## src/rtl/arb_pkg.sv

```systemverilog
// Shared types and width helpers for the round-robin Mealy arbiter.
package arb_pkg;

    typedef enum logic {
        IDLE = 1'b0,
        BUSY = 1'b1
    } arb_state_e;

    localparam int unsigned DEF_N_REQ    = 4;
    localparam int unsigned DEF_MAX_HOLD = 8;

    function automatic int unsigned idx_w(input int unsigned n);
        return (n <= 2) ? 1 : $clog2(n);
    endfunction

    function automatic int unsigned cnt_w(input int unsigned m);
        return $clog2(m + 1);
    endfunction

endpackage

```

## src/rtl/rr_priority_pick.sv

```systemverilog
// Wrap-around first-set search starting at ptr_i, skipping bits in excl_i.
module rr_priority_pick #(
    parameter int N  = 4,
    parameter int IW = 2
) (
    input  logic [N-1:0]  req_i,
    input  logic [IW-1:0] ptr_i,
    input  logic [N-1:0]  excl_i,
    output logic          found_o,
    output logic [IW-1:0] index_o
);

    logic [N-1:0] cand;

    always_comb begin
        cand    = req_i & ~excl_i;
        found_o = 1'b0;
        index_o = '0;
        for (int k = 0; k < N; k++) begin
            if (!found_o && cand[(int'(ptr_i) + k) % N]) begin
                found_o = 1'b1;
                index_o = IW'((int'(ptr_i) + k) % N);
            end
        end
    end

endmodule

```

## src/rtl/rr_mealy_arbiter.sv

```systemverilog
// Round-robin Mealy arbiter with per-owner hold limit.
// Define RR_ARB_GRANT_REG_EN to register the grant outputs (one-cycle latency).
module rr_mealy_arbiter
    import arb_pkg::*;
#(
    parameter int N_REQ    = 4,
    parameter int MAX_HOLD = 8
) (
    input  logic                     clk,
    input  logic                     reset,
    input  logic [N_REQ-1:0]         req,
    output logic [N_REQ-1:0]         grant,
    output logic                     grant_valid,
    output logic [$clog2(N_REQ)-1:0] grant_id
);

    localparam int IW = int'(idx_w(N_REQ));
    localparam int HW = int'(cnt_w(MAX_HOLD));
    localparam logic [HW-1:0] MAXH = HW'(MAX_HOLD);

    arb_state_e     state_q, state_d;
    logic [IW-1:0]  owner_q, owner_d;
    logic [IW-1:0]  ptr_q, ptr_d;
    logic [HW-1:0]  hold_q, hold_d;

    logic [N_REQ-1:0] excl;
    logic             found;
    logic [IW-1:0]    pick_idx;
    logic [IW-1:0]    ptr_nxt;
    logic             take;

    logic [N_REQ-1:0] grant_c;
    logic [IW-1:0]    gid_c;

    // While the owner still requests, the search must look past it.
    always_comb begin
        excl = '0;
        if (state_q == BUSY && req[owner_q]) excl[owner_q] = 1'b1;
    end

    rr_priority_pick #(
        .N  (N_REQ),
        .IW (IW)
    ) u_pick (
        .req_i   (req),
        .ptr_i   (ptr_q),
        .excl_i  (excl),
        .found_o (found),
        .index_o (pick_idx)
    );

    assign ptr_nxt = (pick_idx == IW'(N_REQ - 1)) ? '0 : pick_idx + 1'b1;

    always_comb begin
        state_d = state_q;
        owner_d = owner_q;
        ptr_d   = ptr_q;
        hold_d  = hold_q;
        grant_c = '0;
        gid_c   = '0;
        take    = 1'b0;
        if (!reset) begin
            unique case (state_q)
                IDLE: begin
                    if (found) take = 1'b1;
                end
                BUSY: begin
                    if (req[owner_q]) begin
                        if (hold_q < MAXH) begin
                            grant_c[owner_q] = 1'b1;
                            gid_c            = owner_q;
                            hold_d           = hold_q + 1'b1;
                        end else if (found) begin
                            take = 1'b1;
                        end else begin
                            grant_c[owner_q] = 1'b1;
                            gid_c            = owner_q;
                            hold_d           = HW'(1);
                        end
                    end else if (found) begin
                        take = 1'b1;
                    end else begin
                        state_d = IDLE;
                        hold_d  = '0;
                    end
                end
                default: state_d = IDLE;
            endcase
            if (take) begin
                grant_c[pick_idx] = 1'b1;
                gid_c             = pick_idx;
                state_d           = BUSY;
                owner_d           = pick_idx;
                ptr_d             = ptr_nxt;
                hold_d            = HW'(1);
            end
        end
    end

    always_ff @(posedge clk) begin
        if (reset) begin
            state_q <= IDLE;
            owner_q <= '0;
            ptr_q   <= '0;
            hold_q  <= '0;
        end else begin
            state_q <= state_d;
            owner_q <= owner_d;
            ptr_q   <= ptr_d;
            hold_q  <= hold_d;
        end
    end

`ifdef RR_ARB_GRANT_REG_EN
    logic [N_REQ-1:0] grant_q;
    logic             gvalid_q;
    logic [IW-1:0]    gid_q;

    always_ff @(posedge clk) begin
        if (reset) begin
            grant_q  <= '0;
            gvalid_q <= 1'b0;
            gid_q    <= '0;
        end else begin
            grant_q  <= grant_c;
            gvalid_q <= |grant_c;
            gid_q    <= gid_c;
        end
    end

    assign grant       = grant_q;
    assign grant_valid = gvalid_q;
    assign grant_id    = gid_q;
`else
    assign grant       = grant_c;
    assign grant_valid = |grant_c;
    assign grant_id    = gid_c;
`endif

endmodule

```

## config.mk

```make
export PLATFORM = sky130hd
export DESIGN_NAME = rr_mealy_arbiter
export DESIGN_NICKNAME = d
export VERILOG_FILES = /design/src/rtl/arb_pkg.sv /design/src/rtl/rr_priority_pick.sv /design/src/rtl/rr_mealy_arbiter.sv
export SDC_FILE = /design/constraint.sdc
export NUM_CORES = 1
export LEC_CHECK = 0
export BUFFER_PORTS_ARGS = -buffer_cell sky130_fd_sc_hd__buf_2
export CORE_MARGIN = 5
export CORE_UTILIZATION = 51
export CTS_BUF_LIST = sky130_fd_sc_hd__clkbuf_8
export DETAILED_ROUTE_END_ITERATION = 6
export PLACE_DENSITY = 0.74
export SLEW_MARGIN = 20
export SYNTH_ARGS = -nofsm -noshare
export SYNTH_HDL_FRONTEND = slang
export SYNTH_SLANG_ARGS = --single-unit
```

## constraint.sdc

```tcl
create_clock -name clk -period 1.93 [get_ports clk]
set_input_delay 0.0965 -clock clk [delete_from_list [all_inputs] [get_ports clk]]
set_output_delay 0.0965 -clock clk [all_outputs]
set_load 0.1 [all_outputs]
```

==> key figures <==
Synthesis
  – Synth warn: 0
  – Yosys cell types: 38
  – Mapped Area: 788 sq um
  – Post-Syn Nets: approximately 110
  – Synth Instances: 95
  – Synth Register Bits: 9
  – Most used flip-flop cell after synthesis: dfxtp_1
  – Sequential area share after synthesis: between 20% and 30%
  – Post-synthesis async set-or-reset flop share: 0%
  – Syn Area/Cell: just over 8 sq um
  – EDFF count, synth: 0

Die
  – Starting Density: a little over half
  – Die W: 49.3 um
  – Die area: between 0.002 and 0.0025 sq mm
  – Die height: slightly below 50 um
  – FP Rows: 14
  – Core ar.: 0.00149 sq mm
  – # IOs: 13

Hold path
  – Hold Path Depth: 2
  – HP Class: in2reg

STA
  – RSZ-0062 raised after global routing: true
  – Worst slew pin tran: approximately 0.4 ns
  – Setup_tns: -3.91 ns
  – Fmax: about 400 MHz
  – Max-slew violations: 0
  – Final setup vio count: 12
  – Final hold vios: 0
  – Setup ws final: -0.566 ns
  – Final Critical Period: around 2.5 ns
  – Tcrit/Tclk final: 129%
  – Max Clock Skew: 0.00206 ns
  – Relative slew slack: 73.2%

Final layout
  – NumNets Final: 150
  – Final Instance Count excl. Fillers: about 150
  – Fin area: 0.00136 sq mm
  – Area Overhead vs Synth: 72.2%
  – Layout cells sized above 1: roughly 58%
  – # diodes: 0

GRT
  – Number of antenna violations at the first check in global routing: 0
  – Via count of the first global-routing pass: a little under 1000
  – Global-route wire length before repair: a little over 5000 um
  – Grt total ovfl: 0
  – Largest net degree at the start of global routing: 13
  – GR Layer Usage met3: 3.67%
  – GRT Util Overall: 27.0%
  – Most Crowded Layer GR: met2
  – Met1 Usage GRT: between 30% and 40%
  – GR Layer Usage met2: roughly 45%

Worst setup path
  – Maximum fanout along the worst path: 5
  – Reg2Reg Depth: 8
  – CP arrival: between 2 and 2.5 ns
  – Crit. End Element: output pin
  – Critical-path cell list: or3b_4 > a32o_2 > a21oi_2 > o22ai_4 > ha_4 > nor4_4 > o21bai_4 > buf_12
  – Critical path startpoint category: register
  – Critical path type: reg2out
  – Max incr delay on CP: 0.44 ns
  – Worst-path cell with the longest stage delay: or3b_4
  – CP required: around 1.8 ns

Power and ir drop
  – Pwr Density: around 1300 mW/mm^2
  – Peak supply drop: ~0.001 V
  – Leakage: 0.599 nW
  – Tot Pwr: between 0.0015 and 0.002 W

Placement
  – Input/output buffers: 12
  – Post-DP HPWL: approximately 2000 um
  – Placer Congestion: 0.885
  – Cell total after placement: 144
  – Area after DPL: 0.00120 sq mm
  – Pre-CTS WS: -0.386 ns

Clocking
  – CTS tree: built
  – # clock sinks: 9
  – CTS root buffer: clkbuf_8
  – Clock Latency Late Sink: about 0.23 ns
  – Num CTS Buffers: 3
  – Worst-path clk slew: around 0.040 ns
  – Max Root-Sink Buffers: 2
  – H-tree depth: 1
  – # hold bufs at CTS: 0

Routing
  – Vias: roughly 1100
  – WL/cell: approximately 26 um
  – DRC viols: 0
  – Final wirelength: 3940 um
  – Drt first pass iters: 5
  – Iter 0 DRT Violations: 106
  – Antenna-violating nets left: 0
  – Vias per cell: around 7.0

Run status
  – Status: finished, violations left
  – Failing checks: negative setup slack

Run
  – Max cap viols: 0
## cells by family after synthesis
kind of cell	share of synthesized area, %
DFF	22.9
and+or+nand+nor	18.9
AOI/OAI and AO/OA	34.1
muxes	8.89
buffers and inverters	7.30
adders and majority gates	7.94
## placed cells by master, fill, tap and decap left out, types with 2 or more instances in the layout
cell type / n
a21oi_1: 3
a21oi_2: 3
a22oi_1: 2
a31oi_1: 2
a32o_2: 5
buf_12: 6
buf_2: 5
buf_4: 31
clkbuf_8: 3
dfxtp_1: 6
dfxtp_2: 3
ha_4: 3
inv_1: 7
inv_2: 2
mux2i_1: 4
mux2i_2: 2
nand2_1: 6
nand2b_1: 3
nor2_1: 10
o22ai_1: 2
o22ai_4: 2
## per-stage QoR
step,utilization [%],hold WS [ns]
2_1_floorplan,-,0.391
3_3_place_gp,80.5,0.411
3_5_place_dp,80.5,0.421
4_1_cts,88.7,0.182
5_1_grt,91.2,0.223
6_report,91.2,0.195
## report_power, final
part / internal (W) / switching (W) / leakage, nW
clock network: 0.000139 / 0.0000787 / 0.0269
registers: 0.000222 / 0.0000528 / 0.0750
logic: 0.000574 / 0.000764 / 0.497
## what timing repair did
item                                    in CTS  in global routing
hold endpoints to repair                     0                  0
endpoints found under the setup margin       8                 14
gates resized for setup                     12                  6
pin swaps                                    9                  2
setup buffers                                5                  1
## Yosys cell counts (2+ instances only)
master / number / area [sq um]
nor2_1: 10 / 37.5
a31oi_1: 2 / 12.5
mux2i_1: 7 / 70.1
a22oi_1: 2 / 15.0
o22ai_1: 3 / 18.8
nor3_1: 2 / 10.0
inv_1: 8 / 30.0
nand2b_1: 3 / 18.8
a32o_1: 4 / 40.0
a21oi_1: 4 / 20.0
a21oi_2: 3 / 26.3
dfxtp_1: 9 / 180
nor2b_1: 2 / 12.5
o22ai_2: 2 / 25.0
nand2_1: 7 / 26.3
ha_1: 5 / 62.6
## final timing paths
kind	startpoint	endpoint	slack, ns
max	owner_q[0]$_SDFFE_PP0N_	grant_valid	-0.57
min reg2reg	hold_q[2]$_SDFFE_PP0P_	hold_q[2]$_SDFFE_PP0P_	0.54
min	reset	hold_q[1]$_SDFFE_PP0P_	0.19
max reg2reg	owner_q[0]$_SDFFE_PP0N_	ptr_q[1]$_SDFFE_PP0N_	-0.21
## sequential cells by signal, indices dropped and copies added (netlist names)
register / count
owner_q: 2
hold_q: 4
ptr_q: 2
state_q: 1
## layout make-up
class | count | area, sq um
clock buffer | 3 | 41.3
clock inverter | 1 | 3.75
fill | 58 | 131
inverter | 8 | 30.0
multi-input combinational | 74 | 686
sequential | 9 | 184
tap | 16 | 20.0
timing repair buffer | 43 | 393
## worst max-delay path, delay by kind of cell, from the launching register on
kind | cells | cell delay, ns
buffers and inverters | 1 | 0.17
adder cells (fa/ha/maj) | 1 | 0.20
flip-flops | 1 | 0.35
AO/OA/AOI/OAI | 4 | 0.74
AND/OR/NAND/NOR | 2 | 0.71
## routing by layer
metal	part of all wire (%)	routed length (um)	up-vias
met2	49	1920	120
met4	5.7	223	0
met5	0	0	-
li1	-	-	439
met1	34	1350	484
met3	11	447	35
No activity file was read; power rests on OpenSTA's default activity.
